## config.mk

```make
export PLATFORM = sky130hd
export DESIGN_NAME = fc7_layer
export DESIGN_NICKNAME = d
export VERILOG_FILES = /design/src/rtl/fc7_layer.sv
export SDC_FILE = /design/constraint.sdc
export NUM_CORES = 2
export LEC_CHECK = 0
export CORE_ASPECT_RATIO = 0.8
export CORE_MARGIN = 2
export CORE_UTILIZATION = 57
export DETAILED_ROUTE_END_ITERATION = 10
export DONT_BUFFER_PORTS = 1
export HOLD_SLACK_MARGIN = 0.05
export PLACE_DENSITY_LB_ADDON = 0.05
export REMOVE_ABC_BUFFERS = 1
export SYNTH_ARGS = -nofsm -noshare
export SYNTH_HDL_FRONTEND = slang
export SYNTH_SLANG_ARGS = --single-unit
```

## constraint.sdc

```tcl
create_clock -name clk -period 13.7 [get_ports clk]
set_clock_uncertainty 0.05 [all_clocks]
set_input_delay 2.74 -clock clk [delete_from_list [all_inputs] [get_ports clk]]
set_output_delay 2.74 -clock clk [all_outputs]
set_load 0.005 [all_outputs]
```

## src/rtl/fc7_layer.sv

```systemverilog
// fc7_layer: LeNet F7 fully-connected output layer.
// Ten parallel signed MAC lanes (one per class) share a single read
// address that sweeps the F6 activation memory and the layer-7 weight ROM.
// A sequential argmax over the ten scores then produces the class index.
module fc7_layer #(
   parameter int N_IN   = 84,
   parameter int ADDR_W = 7,
   parameter int DATA_W = 8,
   parameter int ACC_W  = 24
) (
   input  logic                  clk,
   input  logic                  rst_n,
   input  logic                  start,
   output logic                  busy,
   output logic [ADDR_W-1:0]     f6_raddr,
   input  logic [DATA_W-1:0]     f6_rdata,
   output logic [ADDR_W-1:0]     w7_raddr,
   input  logic [DATA_W-1:0]     w7_1_rdata,
   input  logic [DATA_W-1:0]     w7_2_rdata,
   input  logic [DATA_W-1:0]     w7_3_rdata,
   input  logic [DATA_W-1:0]     w7_4_rdata,
   input  logic [DATA_W-1:0]     w7_5_rdata,
   input  logic [DATA_W-1:0]     w7_6_rdata,
   input  logic [DATA_W-1:0]     w7_7_rdata,
   input  logic [DATA_W-1:0]     w7_8_rdata,
   input  logic [DATA_W-1:0]     w7_9_rdata,
   input  logic [DATA_W-1:0]     w7_10_rdata,
   output logic [10*ACC_W-1:0]   fc7_result,
   output logic [3:0]            class_id,
   output logic                  done
);

   localparam int PROD_W = 2 * DATA_W;
   localparam logic [ADDR_W-1:0] LAST_ADDR = ADDR_W'(N_IN - 1);

   localparam logic [2:0] IDLE   = 3'd0;
   localparam logic [2:0] RUN    = 3'd1;
   localparam logic [2:0] DRAIN  = 3'd2;
   localparam logic [2:0] ARGMAX = 3'd3;
   localparam logic [2:0] DONE   = 3'd4;

   logic [2:0]                state;
   logic [ADDR_W-1:0]         addr;
   logic                      rd_valid;
   logic [3:0]                arg_k;
   logic signed [DATA_W-1:0]  w [10];
   logic signed [PROD_W-1:0]  prod [10];
   logic signed [ACC_W-1:0]   acc [10];
   logic signed [ACC_W-1:0]   cand_score;
   logic signed [ACC_W-1:0]   best_score;
   logic [3:0]                best_idx;

   assign f6_raddr = addr;
   assign w7_raddr = addr;
   assign busy     = (state != IDLE);
   assign done     = (state == DONE);

   // Gather the ten weight ports into an array and form the per-lane products.
   always_comb begin
      w[0] = w7_1_rdata;
      w[1] = w7_2_rdata;
      w[2] = w7_3_rdata;
      w[3] = w7_4_rdata;
      w[4] = w7_5_rdata;
      w[5] = w7_6_rdata;
      w[6] = w7_7_rdata;
      w[7] = w7_8_rdata;
      w[8] = w7_9_rdata;
      w[9] = w7_10_rdata;
      for (int k = 0; k < 10; k++) begin
         prod[k] = $signed(f6_rdata) * w[k];
      end
   end

   // Select the candidate score and the running best; the first argmax step compares against class 0.
   always_comb begin
      best_idx   = (arg_k == 4'd1) ? 4'd0 : class_id;
      cand_score = '0;
      best_score = '0;
      for (int k = 0; k < 10; k++) begin
         if (arg_k == 4'(k)) cand_score = acc[k];
         if (best_idx == 4'(k)) best_score = acc[k];
      end
   end

   // Control FSM: address sweep, read-valid pipe, drain and argmax sequencing.
   always_ff @(posedge clk) begin
      if (!rst_n) begin
         state    <= IDLE;
         addr     <= '0;
         rd_valid <= 1'b0;
         arg_k    <= '0;
         class_id <= '0;
      end else begin
         rd_valid <= (state == RUN);
         case (state)
            IDLE: begin
               if (start) begin
                  state <= RUN;
                  addr  <= '0;
               end
            end
            RUN: begin
               if (addr == LAST_ADDR) state <= DRAIN;
               else                   addr  <= addr + 1'b1;
            end
            DRAIN: begin
               state <= ARGMAX;
               arg_k <= 4'd1;
            end
            ARGMAX: begin
               class_id <= (cand_score > best_score) ? arg_k : best_idx;
               if (arg_k == 4'd9) state <= DONE;
               else               arg_k <= arg_k + 1'b1;
            end
            DONE:    state <= IDLE;
            default: state <= IDLE;
         endcase
      end
   end

   // Accumulators: cleared on reset and on an accepted start, add sign-extended products while data is valid.
   always_ff @(posedge clk) begin
      if (!rst_n || (state == IDLE && start)) begin
         for (int k = 0; k < 10; k++) acc[k] <= '0;
      end else if (rd_valid) begin
         for (int k = 0; k < 10; k++) begin
            acc[k] <= acc[k] + {{(ACC_W-PROD_W){prod[k][PROD_W-1]}}, prod[k]};
         end
      end
   end

   // Pack the ten class scores onto the result bus.
   always_comb begin
      fc7_result = '0;
      for (int k = 0; k < 10; k++) begin
         fc7_result[k*ACC_W +: ACC_W] = acc[k];
      end
   end

endmodule

```

==> Implementation_results.wiki <==
{| class="wikitable"
! Metric !! Value
|-
| Slew at the pin with the worst max-slew slack || 1.22 ns
|-
| #FFs+latches synth || 259
|-
| TritonCTS clock tree || built
|-
| Count of vias placed by the detailed router || 38500
|-
| Number of sinks handled by clock tree synthesis || 259
|-
| Status || finished clean
|-
| RSZ-0062 raised after global routing || false
|-
| Total number of yosys warnings || 0
|-
| GRT Max-Usage Layer || met2
|-
| Met2 GRT Util || 0.509
|-
| Number of library cell types mapped by synthesis || 96
|-
| GRT overflow || 0
|-
| Die Footprint || 87200 sq um
|-
| Detailed-route wire length per cell || 23.1 um
|-
| Total core area || 84000 sq um
|-
| Final hold viol count || 0
|-
| Top FF cell, synth || edfxtp_1
|-
| Top achievable clock speed || 109 MHz
|-
| Data required time at the worst endpoint || 13.93 ns
|-
| Number of enable flip-flop cells after synthesis || 240
|-
| Crit-path max FO || 80
|-
| Data arrival, critical path || 9.40 ns
|-
| Antenna Cells || 0
|-
| Latest clock arrival within the worst-skew pair || 0.57 ns
|-
| Number of DRC markers after the initial detailed-route iteration || 4075
|-
| Worst-case headroom to the max-slew limit || 0.183
|-
| Final setup violation count || 0
|-
| CTS H-Tree Depth || 2
|-
| Top-level port count || 351
|-
| Leading area contributor after synthesis || fa_1
|-
| Maximum clock path buffer count || 3
|-
| Chip Height || 265 um
|-
| First element of the critical path || f6_rdata[7]
|-
| Initial core utilization || 0.575
|-
| # Post-CTS Setup Buffers || 0
|-
| Minimum clock period || 9.17 ns
|-
| Root cell of the clock tree || clkbuf_16
|-
| Most common cell in the netlist || inv_1
|-
| Horizontal die dimension || 330 um
|-
| All-Layer GR Usage || 0.341
|-
| CP top delay family || adder cells
|-
| Met1 Track Usage GR || 0.476
|-
| Vias in the first global route || 37200
|-
| Number of routed nets with antenna violations || 0
|-
| Largest stage delay on the critical path || 0.70 ns
|-
| Number of antenna violations at the first check in global routing || 2
|-
| Setup crit start kind || primary input
|-
| Final weighted congestion in routability-driven placement || 0.975
|-
| Cts bufs inserted || 34
|-
| Portion of the post-synthesis area used by sequential elements || 0.157
|-
| Worst Path Buf+Inv || 5
|-
| DR vias/cell || 5.99
|-
| Area added between synthesis and finish || 4.36%
|-
| Endpoint class of the critical path || flip-flop
|-
| NumNets Final || 6508
|-
| Total length of routed wires || 148000 um
|-
| Worst r2r dst || class_id[2]$_SDFFE_PN0P_
|-
| Area fraction of the dominant cell type after synthesis || 0.232
|-
| Remaining design rule violation count || 0
|-
| Critical path depth || 26
|-
| Crit Path Class || in2reg
|-
| Number of instances in the synthesized netlist || 5392
|-
| Post-synth ARST share || 0
|-
| Number of max-capacitance violations reported || 0
|-
| Post-Syn Area per Cell || 8.97 sq um
|-
| Crit path to || acc[0][213]$_SDFFCE_PN0P_
|-
| Largest net degree at the start of global routing || 81
|-
| Row Count || 95
|-
| Placed wire-length estimate || 116000 um
|-
| Pre-antenna DRT Iters || 10
|-
| Met3 Use GR || 0.0921
|-
| Share of the cycle needed by the critical path after routing || 0.669
|-
| Leading post-synthesis cells by instance count || 900 x inv_1, 569 x ha_1, 560 x fa_1
|-
| Fraction of layout cells with a size suffix above 1 || 0.0300
|-
| Cell seen most often among critical-path stages || inv_1
|-
| First-pass GRT wire length || 228000 um
|-
| Post-CTS sizing || 0
|-
| Total standard cell area after synthesis || 48400 sq um
|-
| Setup TNS || 0 ns
|-
| Worst-path cell with the longest stage delay || xor2_1
|-
| Max-slew violations || 0
|-
| Clock-pin slew of the registers on the worst-case setup and hold paths || 0.06 ns
|-
| Hold bufs inserted after CTS || 0
|-
| Filler cell count in the final layout || 7487
|-
| Cell types with the largest area share after synthesis || fa_1 23%, edfxtp_1 15%, ha_1 15%, inv_1 7.0%, and2_1 6.1%
|-
| Reg2reg setup slack || 7.91 ns
|-
| HP Class || reg2reg
|-
| Cell depth of the worst flop-to-flop path || 21
|-
| Critical R2R Launch || arg_k[0]$_SDFFE_PN0P_
|-
| Number of input and output port buffers inserted || 0
|}
## placed cells by master (no fill, tap or decap), types with 58 or more instances in the layout
cell type	n
a21o_1	102
a21oi_1	258
a222oi_1	58
and2_1	468
edfxtp_1	240
fa_1	560
ha_1	568
inv_1	900
nand2_1	308
nand3_1	87
nor2_1	357
nor2b_1	90
nor3_1	99
o21ai_0	90
xnor2_1	220
xor2_1	120
## flip-flops by register name (all words and copies together) (netlist names)
register  count
acc         240
arg_k         4
class_id      4
f6_raddr      7
rd_valid      1
state         3
## cells by family (layout without fill, tap and decap cells)
| family | count (synthesis) | count (layout) | share of synthesized area |
|---|---|---|---|
| AND/OR/NAND/NOR | 1618 | 1618 | 0.172 |
| adder cells (fa/ha/maj) | 1129 | 1129 | 0.379 |
| buffers and inverters | 1073 | 988 | 0.0842 |
| AO/OA/AOI/OAI | 943 | 943 | 0.138 |
| XOR/XNOR | 347 | 347 | 0.0649 |
| flip-flops | 259 | 259 | 0.157 |
| multiplexers | 23 | 23 | 0.00507 |
## metrics by stage
step | util | hold WS (ns) | std cells | area [sq um] | worst slack (ns)
after floorplan | - | 0.463 | 5219 | 47700 | 4.80
after detailed placement | 0.588 | 0.524 | 6367 | 49400 | 4.14
final | 0.601 | 0.531 | 6422 | 50500 | 4.53
after CTS | 0.601 | 0.532 | 6422 | 50500 | 4.69
after global placement | 0.588 | 0.517 | 6367 | 49400 | 4.30
after global routing | 0.601 | 0.612 | 6422 | 50500 | 4.14
## how the worst min path moves through the flow
stage	endpoint	from	cells past startpoint
after floorplan	class_id[2]$_SDFFE_PN0P_	class_id[2]$_SDFFE_PN0P_	2
after global placement	f6_raddr[5]$_SDFFE_PN0P_	f6_raddr[5]$_SDFFE_PN0P_	2
after detailed placement	f6_raddr[5]$_SDFFE_PN0P_	f6_raddr[5]$_SDFFE_PN0P_	2
after CTS	f6_raddr[5]$_SDFFE_PN0P_	f6_raddr[5]$_SDFFE_PN0P_	2
after global routing	f6_raddr[5]$_SDFFE_PN0P_	f6_raddr[5]$_SDFFE_PN0P_	2
final	f6_raddr[5]$_SDFFE_PN0P_	f6_raddr[5]$_SDFFE_PN0P_	2
## worst min-delay path, cell delays in order, from the launching register on
cell and delay, ns:
dfxtp_1 0.37, o21ai_0 0.10, a21oi_1 0.06
## layout make-up
class	count	area [sq um]	area share
multi-input cells	4060	36800	0.729
clock inverters	8	70.1	0.00139
well taps	1115	1400	0.0276
flip-flops and latches	259	7590	0.150
repair buffers	33	248	0.00491
clock buffers	47	1010	0.0201
inverters	900	3380	0.0669
## metal layers
layer / vias up / wire, um
met2: 1533 / 63000
li1: 17800 / -
met3: 276 / 15600
met1: 18800 / 63100
met5: - / 0
met4: 0 / 6340
Power is not shown: default switching activity piles up to over one toggle a cycle in this logic, so the estimate is an artifact.
